### src/rtl/idelay_tap_calibrator.sv
// Training controller for one IDELAYE2 used in VAR_LOAD mode.
// It waits for IDELAYCTRL RDY and then sweeps taps 0..31. At each tap it compares
// received words against a training pattern. Finally it loads the centre of the longest
// error-free tap window. If that window is shorter than MIN_WINDOW, it loads DEFAULT_TAP.
//
// Ports:
//   clk_i          clock (also drives IDELAYE2 C)
//   reset_ni       synchronous active-low reset
//   start_i        pulse: begin calibration (ignored while busy)
//   rdy_i          IDELAYCTRL RDY
//   sample_word_i  deserialised delayed data
//   sample_valid_i sample_word_i qualifier
//   delay_ld_o     IDELAYE2 LD, one-cycle pulse
//   delay_tap_o    IDELAYE2 CNTVALUEIN, holds the last loaded tap
//   busy_o         high from start acceptance until DONE/FAIL
//   cal_done_o     sticky success flag
//   cal_fail_o     sticky failure flag
//   best_tap_o     tap finally loaded
//   window_len_o   longest passing window length (0..32)
//
// All outputs are registered. The LD pulse and the new tap value appear in the cycle
// that follows the LOAD or CENTER state.
module idelay_tap_calibrator #(
   parameter int unsigned       WORD_W        = 8,
   parameter logic [WORD_W-1:0] TRAIN_PATTERN = 8'hB4,
   parameter int unsigned       SETTLE_CYC    = 16,
   parameter int unsigned       SAMPLE_WORDS  = 64,
   parameter int unsigned       MIN_WINDOW    = 4,
   parameter logic [4:0]        DEFAULT_TAP   = 5'd2
) (
   input  logic              clk_i,
   input  logic              reset_ni,
   input  logic              start_i,
   input  logic              rdy_i,
   input  logic [WORD_W-1:0] sample_word_i,
   input  logic              sample_valid_i,
   output logic              delay_ld_o,
   output logic [4:0]        delay_tap_o,
   output logic              busy_o,
   output logic              cal_done_o,
   output logic              cal_fail_o,
   output logic [4:0]        best_tap_o,
   output logic [5:0]        window_len_o
);

   typedef enum logic [3:0] {
      StIdle, StWaitRdy, StLoad, StSettle, StCheck, StEval, StCenter, StDone, StFail
   } state_e;

   state_e      state_q;
   logic [15:0] cnt_q;
   logic [4:0]  tap_q;
   logic        fail_q;
   logic [5:0]  cur_len_q, best_len_q;
   logic [4:0]  cur_start_q, best_start_q;
   logic        delay_ld_q, busy_q, cal_done_q, cal_fail_q;
   logic [4:0]  delay_tap_q, best_tap_q;
   logic [5:0]  window_len_q;

   // Run-length update for the tap just checked.
   logic       tap_pass;
   logic [5:0] new_len;
   logic [4:0] new_start;
   logic [5:0] centre;
   logic       sweeping;

   always_comb begin
      tap_pass  = ~fail_q;
      new_len   = tap_pass ? cur_len_q + 6'd1 : 6'd0;
      new_start = (tap_pass && cur_len_q == 6'd0) ? tap_q : cur_start_q;
      centre    = {1'b0, best_start_q} + ((best_len_q - 6'd1) >> 1);
      sweeping  = (state_q == StLoad) || (state_q == StSettle) ||
                  (state_q == StCheck) || (state_q == StEval);
   end

   always_ff @(posedge clk_i) begin
      if (!reset_ni) begin
         state_q      <= StIdle;
         cnt_q        <= '0;
         tap_q        <= '0;
         fail_q       <= 1'b0;
         cur_len_q    <= '0;
         cur_start_q  <= '0;
         best_len_q   <= '0;
         best_start_q <= '0;
         delay_ld_q   <= 1'b0;
         delay_tap_q  <= DEFAULT_TAP;
         busy_q       <= 1'b0;
         cal_done_q   <= 1'b0;
         cal_fail_q   <= 1'b0;
         best_tap_q   <= DEFAULT_TAP;
         window_len_q <= '0;
      end else begin
         delay_ld_q <= 1'b0;
         if (sweeping && !rdy_i) begin
            // Losing RDY invalidates every tap measured so far, so the sweep restarts.
            state_q      <= StWaitRdy;
            cnt_q        <= '0;
            tap_q        <= '0;
            cur_len_q    <= '0;
            cur_start_q  <= '0;
            best_len_q   <= '0;
            best_start_q <= '0;
         end else begin
            unique case (state_q)
               StIdle: begin
                  if (start_i) begin
                     state_q      <= StWaitRdy;
                     busy_q       <= 1'b1;
                     cal_done_q   <= 1'b0;
                     cal_fail_q   <= 1'b0;
                     window_len_q <= '0;
                     cnt_q        <= '0;
                     tap_q        <= '0;
                     cur_len_q    <= '0;
                     cur_start_q  <= '0;
                     best_len_q   <= '0;
                     best_start_q <= '0;
                  end
               end
               StWaitRdy: begin
                  if (rdy_i) state_q <= StLoad;
               end
               StLoad: begin
                  delay_ld_q  <= 1'b1;
                  delay_tap_q <= tap_q;
                  fail_q      <= 1'b0;
                  cnt_q       <= '0;
                  state_q     <= StSettle;
               end
               StSettle: begin
                  if (cnt_q == 16'(SETTLE_CYC - 1)) begin
                     cnt_q   <= '0;
                     state_q <= StCheck;
                  end else begin
                     cnt_q <= cnt_q + 16'd1;
                  end
               end
               StCheck: begin
                  if (sample_valid_i) begin
                     if (sample_word_i != TRAIN_PATTERN) fail_q <= 1'b1;
                     if (cnt_q == 16'(SAMPLE_WORDS - 1)) begin
                        cnt_q   <= '0;
                        state_q <= StEval;
                     end else begin
                        cnt_q <= cnt_q + 16'd1;
                     end
                  end
               end
               StEval: begin
                  cur_len_q   <= new_len;
                  cur_start_q <= new_start;
                  // Strict compare: the first of equally long windows is kept.
                  if (new_len > best_len_q) begin
                     best_len_q   <= new_len;
                     best_start_q <= new_start;
                  end
                  if (tap_q == 5'd31) begin
                     state_q <= StCenter;
                  end else begin
                     tap_q   <= tap_q + 5'd1;
                     state_q <= StLoad;
                  end
               end
               StCenter: begin
                  delay_ld_q   <= 1'b1;
                  busy_q       <= 1'b0;
                  window_len_q <= best_len_q;
                  if (best_len_q >= 6'(MIN_WINDOW)) begin
                     best_tap_q  <= centre[4:0];
                     delay_tap_q <= centre[4:0];
                     cal_done_q  <= 1'b1;
                     state_q     <= StDone;
                  end else begin
                     best_tap_q  <= DEFAULT_TAP;
                     delay_tap_q <= DEFAULT_TAP;
                     cal_fail_q  <= 1'b1;
                     state_q     <= StFail;
                  end
               end
               StDone, StFail: state_q <= StIdle;
               default:        state_q <= StIdle;
            endcase
         end
      end
   end

   assign delay_ld_o   = delay_ld_q;
   assign delay_tap_o  = delay_tap_q;
   assign busy_o       = busy_q;
   assign cal_done_o   = cal_done_q;
   assign cal_fail_o   = cal_fail_q;
   assign best_tap_o   = best_tap_q;
   assign window_len_o = window_len_q;

endmodule
### config.mk
export PLATFORM = sky130hd
export DESIGN_NAME = idelay_tap_calibrator
export DESIGN_NICKNAME = d
export VERILOG_FILES = /design/src/rtl/idelay_tap_calibrator.sv
export SDC_FILE = /design/constraint.sdc
export NUM_CORES = 1
export LEC_CHECK = 0
export ABC_CLOCK_PERIOD_IN_PS = 5150
export BUFFER_PORTS_ARGS = -buffer_cell sky130_fd_sc_hd__clkbuf_2
export CAP_MARGIN = 40
export CORE_MARGIN = 2
export CORE_UTILIZATION = 43
export CTS_CLUSTER_SIZE = 8
export DETAILED_ROUTE_END_ITERATION = 10
export SETUP_SLACK_MARGIN = 0.15
export SLEW_MARGIN = 20
export SYNTH_ARGS = -nofsm -noshare
export SYNTH_HDL_FRONTEND = slang
export SYNTH_SLANG_ARGS = --single-unit
export TNS_END_PERCENT = 100
### constraint.sdc
create_clock -name clk_i -period 5.15 [get_ports clk_i]
set_input_delay 1.2875 -clock clk_i [delete_from_list [all_inputs] [get_ports clk_i]]
set_output_delay 1.2875 -clock clk_i [all_outputs]
set_load 0.01 [all_outputs]
## Word-level counts from Yosys, hierarchy flattened

Index checks and enable logic that the tools add are counted.

| word-level totals | value |
|---|---|
| memory bits (writable) | 0 |
| latch bits | 0 |
| memory bits (read-only) | 0 |
| memories kept | 0 |
| flip-flop bits (word level) | 68 |
| bits of input ports | 13 |

| operators by class | value |
|---|---|
| $lt $le $gt $ge | 2 |
| mux-type cells | 40 |
| reductions and logical operators | 27 |
| shift-type cells | 0 |
| multiply operators | 0 |
| div/mod/pow operators | 0 |
| add/sub/neg operators | 5 |
| bitwise operators | 3 |
| eq/ne operators | 25 |

Operator list:

| cell | count |
|---|---|
| $mux 16 | 4 |
| $pmux 16 s4 | 1 |
| $pmux 5 s2 | 4 |
| $pmux 6 s2 | 3 |
| $pmux 4 s7 | 1 |
| $mux 5 | 5 |
| $mux 4 | 6 |
| $mux 6 | 3 |
| $add 16x1->16 const B | 1 |
| $eq 16x4->1 const B | 1 |
| $eq 16x6->1 const B | 1 |
| $eq 4x3->1 const B | 3 |
| $ne 2x2->1 const B | 6 |
| $reduce_and 3->1 | 4 |
| $reduce_and 4->1 | 3 |
| $reduce_and 5->1 | 2 |
| $eq 4x2->1 const B | 2 |
| $mux 1 | 8 |
| $ne 2x1->1 const B | 4 |
| $ne 8x8->1 const B | 1 |
| $pmux 1 s2 | 4 |
| $reduce_bool 2->1 | 4 |
| $add 6x1->6 const B | 1 |
| $ge 6x3->1 const B | 1 |
| other kinds (19) | 29 |

## Logic depth before layout (Yosys ltp)

Gate-level depths: netlist of run 1.

| depth | value |
|---|---|
| word-level depth | 7 |
| depth in mapped cells | 10 |
| gate-level depth less buffers | 10 |

## Worst setup path after synthesis of run 1

No wires, ideal clock.

| timing | value |
|---|---|
| kind | in2reg |
| from | in start_i |
| to | reg cnt_q[8] |
| arrival | 2418 ps |
| stages on the path | 6 |
| path slack | 2618 ps |
| buffers on the path | 1 |
| data required time | 5035 ps |
| cells stage by stage | or3b_4 a31o_4 buf_6 nor3_4 xnor2_1 nor2_1 |

| on the way | value |
|---|---|
| cells in the longest elaborated chain, start to end | 2 |

RTL lines:

| what | line | source |
|---|---|---|
| start: declaration | 33 | `input logic start_i,` |
| $ne 2x2->1 (no line) | n/a |  |
| $reduce_and 3->1 (no line) | n/a |  |
| end signal: assignment | 136 | `cnt_q <= cnt_q + 16'd1;` |
| end signal: assignment | 146 | `cnt_q <= cnt_q + 16'd1;` |
| end: declaration | 51 | `logic [15:0] cnt_q;` |

No other way between the ends.
A chain may end at the register's enable or synchronous reset.

## Worst setup path in the final report of run 1

| timing | value |
|---|---|
| from | reg cur_len_q[2] |
| to | reg best_len_q[2] |

| on the way | value |
|---|---|
| cells in the longest elaborated chain, start to end | 5 |
| elaborated cells on any way between the ends | 7 |
| classes of those cells | 1 x add/sub; 1 x order compare; 1 x eq/ne; 3 x mux; 1 x reduce/logical |

RTL lines:

| what | line | source |
|---|---|---|
| start: declaration | 54 | `logic [5:0] cur_len_q, best_len_q;` |
| start signal: assignment | 151 | `cur_len_q <= new_len;` |
| $add 6x1->6 * | 69 | `new_len = tap_pass ? cur_len_q + 6'd1 : 6'd0;` |
| $mux 6 * | 69 |  |
| $gt 6x6->1 | 154 | `if (new_len > best_len_q) begin` |
| $ne 2x1->1 (no line) | n/a |  |
| $reduce_and 3->1 (no line) | n/a |  |
| end signal: assignment | 155 | `best_len_q <= new_len;` |
| end: declaration | 54 |  |

Every way passes the cells marked *; elsewhere a longest branch is shown, timed or not. The select of a mux whose other input is x is not followed.

==> flow_summary.json, run 1 <==
{
  "status": "finished clean",
  "cts_resized": 0,
  "cp-startpoint": "cur_len_q[2]$_SDFFE_PP0P_",
  "ir_drop_mv": 0.1217,
  "drv_cap": 0,
  "htreeDepth": 3,
  "ys_warn_count": 0,
  "synth_top_area_cell": "dfxtp_1",
  "worst-r2r-setup-slack_ns": 2.26,
  "cp-end-kind": "register",
  "reg2reg_to": "best_len_q[2]$_SDFFE_PP0P_",
  "drt_iter0_drc": 133,
  "via_per_inst": 5.526,
  "critPathArrivalTime_ns": 3.18,
  "slew_headroom": 0.4678,
  "place.gp.congestion": 0.7985,
  "cts_hold_buffers": 0,
  "synth_top_area_frac": 0.3740,
  "grt_usage": 0.1931,
  "grt_pass1_wl_um": 13680,
  "p_seq_frac": 0.451,
  "hp-class": "register to register",
  "p_int_w": 0.0008586,
  "synth_most_common_cell": "dfxtp_1",
  "start_util": 0.4430,
  "route.detailed.drc": 0,
  "syn_area_mm2": 0.003640,
  "power_frac_clock": 0.342,
  "cts_sinks": 68,
  "syn_avg_cell_area_um2": 8.728,
  "clock_path_buffers": 2,
  "yosysUniqueCellTypes": 62,
  "die_x_um": 96,
  "synth_fp_nets": 448,
  "synthFlopType": "dfxtp_1",
  "areaGrowthSynthToFinish_pct": 10.83,
  "cts-buffers-inserted": 9,
  "synth.top_cells.by_count": "dfxtp_1 (68), nor2_1 (66), nand2_1 (27)",
  "skew_ns": 0.01096,
  "hold_viol": 0,
  "io-pin-count": 33,
  "setup-violations-final": 0,
  "crit_type": "register to register",
  "avgRoutedWirePerCell_um": 14.78,
  "grt-ovfl-total": 0,
  "cts_setup_buffers": 0,
  "fillCellCount": 807,
  "coreArea_mm2": 0.008217,
  "grt_max_degree": 24,
  "finalSetupTns_ns": 0,
  "synth_seq_cells": 68,
  "final_max_slew_viol_count": 0,
  "path_clk_slew_ns": 0.08,
  "swShare": 0.3274,
  "postSynth.asyncResetShare": 0,
  "die_h_um": 96,
  "endpoint": "best_len_q[2]$_SDFFE_PP0P_",
  "rows": 33,
  "grt_pass1_vias": 2874,
  "fin_util": 0.4909,
  "startpoint_type": "register",
  "cp.required_ns": 5.43,
  "synth_edf_count": 0,
  "critPathMaxFanout": 6,
  "period_share": 0.5618,
  "fmax_mhz": 345.7,
  "postRouteAntennaNets": 0,
  "dp_hpwl_um": 5933,
  "synth_area_leaders": "dfxtp_1 (37%), nor2_1 (6.8%), ha_1 (5.8%), a22oi_1 (4.1%), mux2i_1 (3.9%)",
  "antenna_found_initial": 0,
  "clk_latency_ns": 0.35,
  "p_per_area_mw_per_mm2": 316.5,
  "ff2ff_path_depth": 9,
  "antenna_cells": 0,
  "p_switching_w": 0.0004180,
  "tritoncts": "done",
  "nNetsFinal": 472,
  "dieArea_mm2": 0.009216,
  "drt-pass1-iter-count": 4,
  "min_path_cells": 2,
  "hp-start": "best_tap_o[3]$_SDFFE_PN0P_",
  "power.leakage_nw": 1.618,
  "synthCells": 417,
  "pwr-share-comb": 0.207,
  "drive_gt1_frac": 0.1592,
  "drt-total-wl_um": 8145,
  "io_buffers": 32,
  "cts-root-buf": "clkbuf_8",
  "vias": 3045,
  "min_period_ns": 2.893,
  "rsz0062_at_grt": "false",
  "worstMarginPinSlew_ns": 0.7983,
  "ys_seq_area_frac": 0.3740,
  "worstReg2RegStart": "cur_len_q[2]$_SDFFE_PP0P_"
}
area by class of cell:
cell class | instances | area [um2] | area share
repair buffers | 36 | 187.7 | 0.04653
multi-input cells | 313 | 2112 | 0.5236
clock inverters | 6 | 65.06 | 0.01613
well taps | 105 | 131.4 | 0.03257
flip-flops and latches | 68 | 1361 | 0.3375
inverters | 13 | 48.80 | 0.01210
clock buffers | 10 | 127.6 | 0.03164
critical path: stages (launching register included):
cell and delay [ns]:
dfxtp_1 0.41, nand3_1 0.15, or3_1 0.37, a21oi_1 0.30, ha_1 0.31, nand3_1 0.11
a21oi_1 0.05, o221ai_1 0.64, buf_4 0.30, mux2i_1 0.19
routing by layer:
layer	vias up	global-route usage	part of all wire
li1	1537	-	-
met1	1447	0.2627	0.49
met2	53	0.2951	0.46
met3	8	0.05482	0.039
met4	0	0.06071	0.013
met5	-	0	0
cell families after synthesis:
logic type | Yosys count | share of synthesized area
AOI/OAI and AO/OA | 77 | 0.1478
xor gates and xnor gates | 24 | 0.06153
adders and majority gates | 18 | 0.06394
buffers and inverters | 36 | 0.04710
DFF | 68 | 0.3740
muxes | 19 | 0.05397
and+or+nand+nor | 175 | 0.2516
sequential cells by signal, indices dropped and copies added (netlist names):
name	count
cnt_q	16
best_len_q	6
cur_len_q	6
window_len_o	6
best_start_q	5
best_tap_o	5
cur_start_q	5
delay_tap_o	5
tap_q	5
state_q	4
busy_o	1
cal_done_o	1
cal_fail_o	1
delay_ld_o	1
fail_q	1
cell usage in the layout (no fill, tap or decap), drive strengths merged, types with 3 or more instances in the layout:
cell	n
a22oi	20
mux2	5
or3b	3
o211ai	4
nand3	22
nor2	66
a21o	5
and3	3
dfxtp	68
buf	3
xnor2	10
ha	17
nand4	8
a31oi	4
nand2	27
clkbuf	43
clkinv	4
o21ai	14
nor2b	6
nor3b	4
xor2	13
nor4	6
o31ai	4
nor3	13
inv	13
mux2i	14
or2	3
a21oi	14
metrics by stage:
step	hold slack, ns	area [um2]	total power [W]	worst slack, ns	cells
floorplan	0.4541	3640	0.0008035	2.618	417
detailed placement	0.4705	3836	0.0008516	2.251	534
CTS	0.4844	4029	0.001287	2.260	550
finish	0.4788	4034	0.001277	2.257	551
global route	0.5173	4034	0.001352	2.033	551
global placement	0.4646	3829	0.0008491	2.068	533
worst min path at each step:
| stage | endpoint | slack (ns) |
|---|---|---|
| floorplan | best_start_q[0]$_SDFFE_PP0P_ | 0.45 |
| detailed placement | best_tap_o[3]$_SDFFE_PN0P_ | 0.47 |
| finish | best_tap_o[3]$_SDFFE_PN0P_ | 0.48 |
| CTS | best_tap_o[3]$_SDFFE_PN0P_ | 0.48 |
| global route | cnt_q[1]$_SDFFE_PP0P_ | 0.52 |
| global placement | cal_fail_o$_SDFFE_PN0P_ | 0.46 |
power by group through the flow:
stage	registers, W	clock network, W	logic, W
final	0.000576	0.000437	0.000264
after global routing	0.000579	0.000478	0.000295
after CTS	0.000575	0.000447	0.000265
after detailed placement	0.000587	0	0.000264
after global placement	0.000587	0	0.000262
after floorplan	0.000571	0	0.000233
(Power assumes the default switching activity.)
==> inputs of run 2 (changes only) <==
ABC_CLOCK_PERIOD_IN_PS = 2760   (was 5150)
clock period = 2.76 ns   (was 5.15 ns; I/O delays follow)
==> flow_summary.json, run 2 (synthesis gave the netlist of run 1 again) <==
{
  "p_int_w": 0.001852,
  "p_per_area_mw_per_mm2": 635.3,
  "fmax_mhz": 415.4,
  "worst-r2r-setup-slack_ns": 0.35,
  "stdcell_count": 557,
  "areaGrowthSynthToFinish_pct": 13.99,
  "ir_drop_mv": 0.3435,
  "largest_register_ff_count": 16,
  "hp-class": "register to register",
  "pwr-share-comb": 0.197,
  "setup-violations-final": 0,
  "cts_sinks": 68,
  "cts_setup_buffers": 0,
  "postRouteAntennaNets": 0,
  "dieArea_mm2": 0.009216,
  "dpl.cell_count": 541,
  "drt_iter0_drc": 133,
  "grt_max_degree": 24,
  "slew_headroom": 0.4887,
  "vias": 3080,
  "drive_gt1_frac": 0.1748,
  "die_h_um": 96,
  "antenna_cells": 0,
  "startpoint_type": "register",
  "critPathMaxFanout": 4,
  "coreArea_mm2": 0.008217,
  "worstReg2RegStart": "best_len_q[1]$_SDFFE_PP0P_",
  "skew_ns": 0.009307,
  "cts-root-buf": "clkbuf_8",
  "drv_cap": 0,
  "fillCellCount": 813,
  "via_per_inst": 5.530,
  "rsz0062_at_grt": "false",
  "start_util": 0.4430,
  "cp.required_ns": 2.97,
  "gr-usage-met1": 0.2637,
  "p_switching_w": 0.0007840,
  "p_seq_frac": 0.404,
  "drt-total-wl_um": 8449,
  "grt_util_met3": 0.03602,
  "min_period_ns": 2.407,
  "grt-ovfl-total": 0,
  "power.leakage_nw": 1.679,
  "htreeDepth": 3,
  "drt-pass1-iter-count": 4,
  "grt_usage": 0.1965,
  "final_cell_mix": "dfxtp_1 (68), nor2_1 (65), clkbuf_2 (32)",
  "final_max_slew_viol_count": 0,
  "finalSetupTns_ns": 0,
  "nNetsFinal": 478,
  "cts_hold_buffers": 0,
  "crit_type": "register to register",
  "die_x_um": 96,
  "place.gp.congestion": 0.8147,
  "grt-busiest-layer": "met2",
  "cts-buffers-inserted": 9,
  "worstMarginPinSlew_ns": 0.7641,
  "period_share": 0.8721,
  "route.detailed.drc": 0,
  "min_path_cells": 2,
  "cp-end-kind": "register",
  "top_register": "cnt_q",
  "grt_pass1_vias": 2901,
  "io_buffers": 32,
  "power_frac_clock": 0.399,
  "grt_pass1_wl_um": 13850,
  "critPathArrivalTime_ns": 2.62,
  "tritoncts": "done",
  "path_clk_slew_ns": 0.08,
  "antenna_found_initial": 0,
  "status": "finished clean",
  "grt_use_met2": 0.3027,
  "reg2reg_to": "delay_tap_o[4]$_SDFFE_PN0P_",
  "ff2ff_path_depth": 10,
  "rows": 33,
  "io-pin-count": 33,
  "avgRoutedWirePerCell_um": 15.17,
  "hold_viol": 0,
  "swShare": 0.2975,
  "hp-start": "best_tap_o[3]$_SDFFE_PN0P_",
  "layout_commonest_cell": "dfxtp_1",
  "clk_latency_ns": 0.34,
  "holdPathEnd": "best_tap_o[3]$_SDFFE_PN0P_",
  "dp_hpwl_um": 6242,
  "clock_path_buffers": 2
}
[run 2: cell types whose count changed in the layout (fill, tap and decap cells not counted), moves of 2 or more]
cell,before,now
bufinv_16,1,3
clkinv_2,2,0
buf_4,3,10
clkinv_4,2,0
clkbuf_8,9,11
[run 2: what timing repair did]
item / 4_1_cts / 5_1_grt
endpoints found under the setup margin: 0 / 2
hold endpoints to repair: 0 / 0
gates resized for setup: 0 / 1
[run 2: cell type report]
class	count	area (um2)	area share
repair buffers	42	235.2	0.05669
multi-input cells	313	2115	0.5097
clock buffers	11	151.4	0.03649
clock inverters	5	106.4	0.02563
inverters	13	48.80	0.01176
well taps	105	131.4	0.03166
flip-flops and latches	68	1361	0.3281
[run 2: critical path, cell delays in order, from the launching register on]
cell and delay [ns]:
dfxtp_1 0.38, inv_1 0.10, ha_1 0.29, inv_1 0.04, ha_1 0.20, fa_1 0.41
a21o_1 0.18, a21oi_1 0.15, xnor3_1 0.24, a21oi_1 0.22, nor4_1 0.08
[run 2: metal layers]
layer	wire length [um]	part of all wire	up-vias
met5	0	0	-
met4	144	0.017	0
met3	299	0.035	10
met2	3821	0.45	52
met1	4184	0.50	1471
li1	-	-	1547
[run 2: worst max-delay path by stage]
stage / start / end / slack [ns] / cells past startpoint
floorplan: cur_len_q[0]$_SDFFE_PP0P_ / best_len_q[1]$_SDFFE_PP0P_ / 0.46 / 10
detailed placement: cur_len_q[0]$_SDFFE_PP0P_ / best_start_q[2]$_SDFFE_PP0P_ / 0.38 / 10
finish: best_len_q[1]$_SDFFE_PP0P_ / delay_tap_o[4]$_SDFFE_PN0P_ / 0.35 / 10
global route: best_len_q[0]$_SDFFE_PP0P_ / delay_tap_o[4]$_SDFFE_PN0P_ / 0.16 / 10
global placement: cur_len_q[0]$_SDFFE_PP0P_ / best_start_q[2]$_SDFFE_PP0P_ / 0.43 / 10
CTS: cur_len_q[0]$_SDFFE_PP0P_ / best_start_q[2]$_SDFFE_PP0P_ / 0.35 / 10
[run 2: metrics by stage]
step	cell area, um2	util	worst slack, ns	hold slack, ns	total power, W
2_1_floorplan	3640	-	0.4634	0.4541	0.001499
3_3_place_gp	3889	0.4733	0.4343	0.4584	0.001602
3_5_place_dp	3889	0.4733	0.3788	0.4727	0.001603
4_1_cts	4146	0.5046	0.3497	0.4854	0.002658
5_1_grt	4149	0.5049	0.1591	0.5136	0.002762
6_report	4149	0.5049	0.3529	0.4873	0.002636
[run 2: power groups by stage]
stage                     Clock [W]  Combinational [W]  Sequential [W]
final                       0.00105           0.000520         0.00106
after global routing        0.00112           0.000575         0.00107
after CTS                   0.00108           0.000518         0.00106
after detailed placement          0           0.000517         0.00109
after global placement            0           0.000517         0.00109
after floorplan                   0           0.000434         0.00106
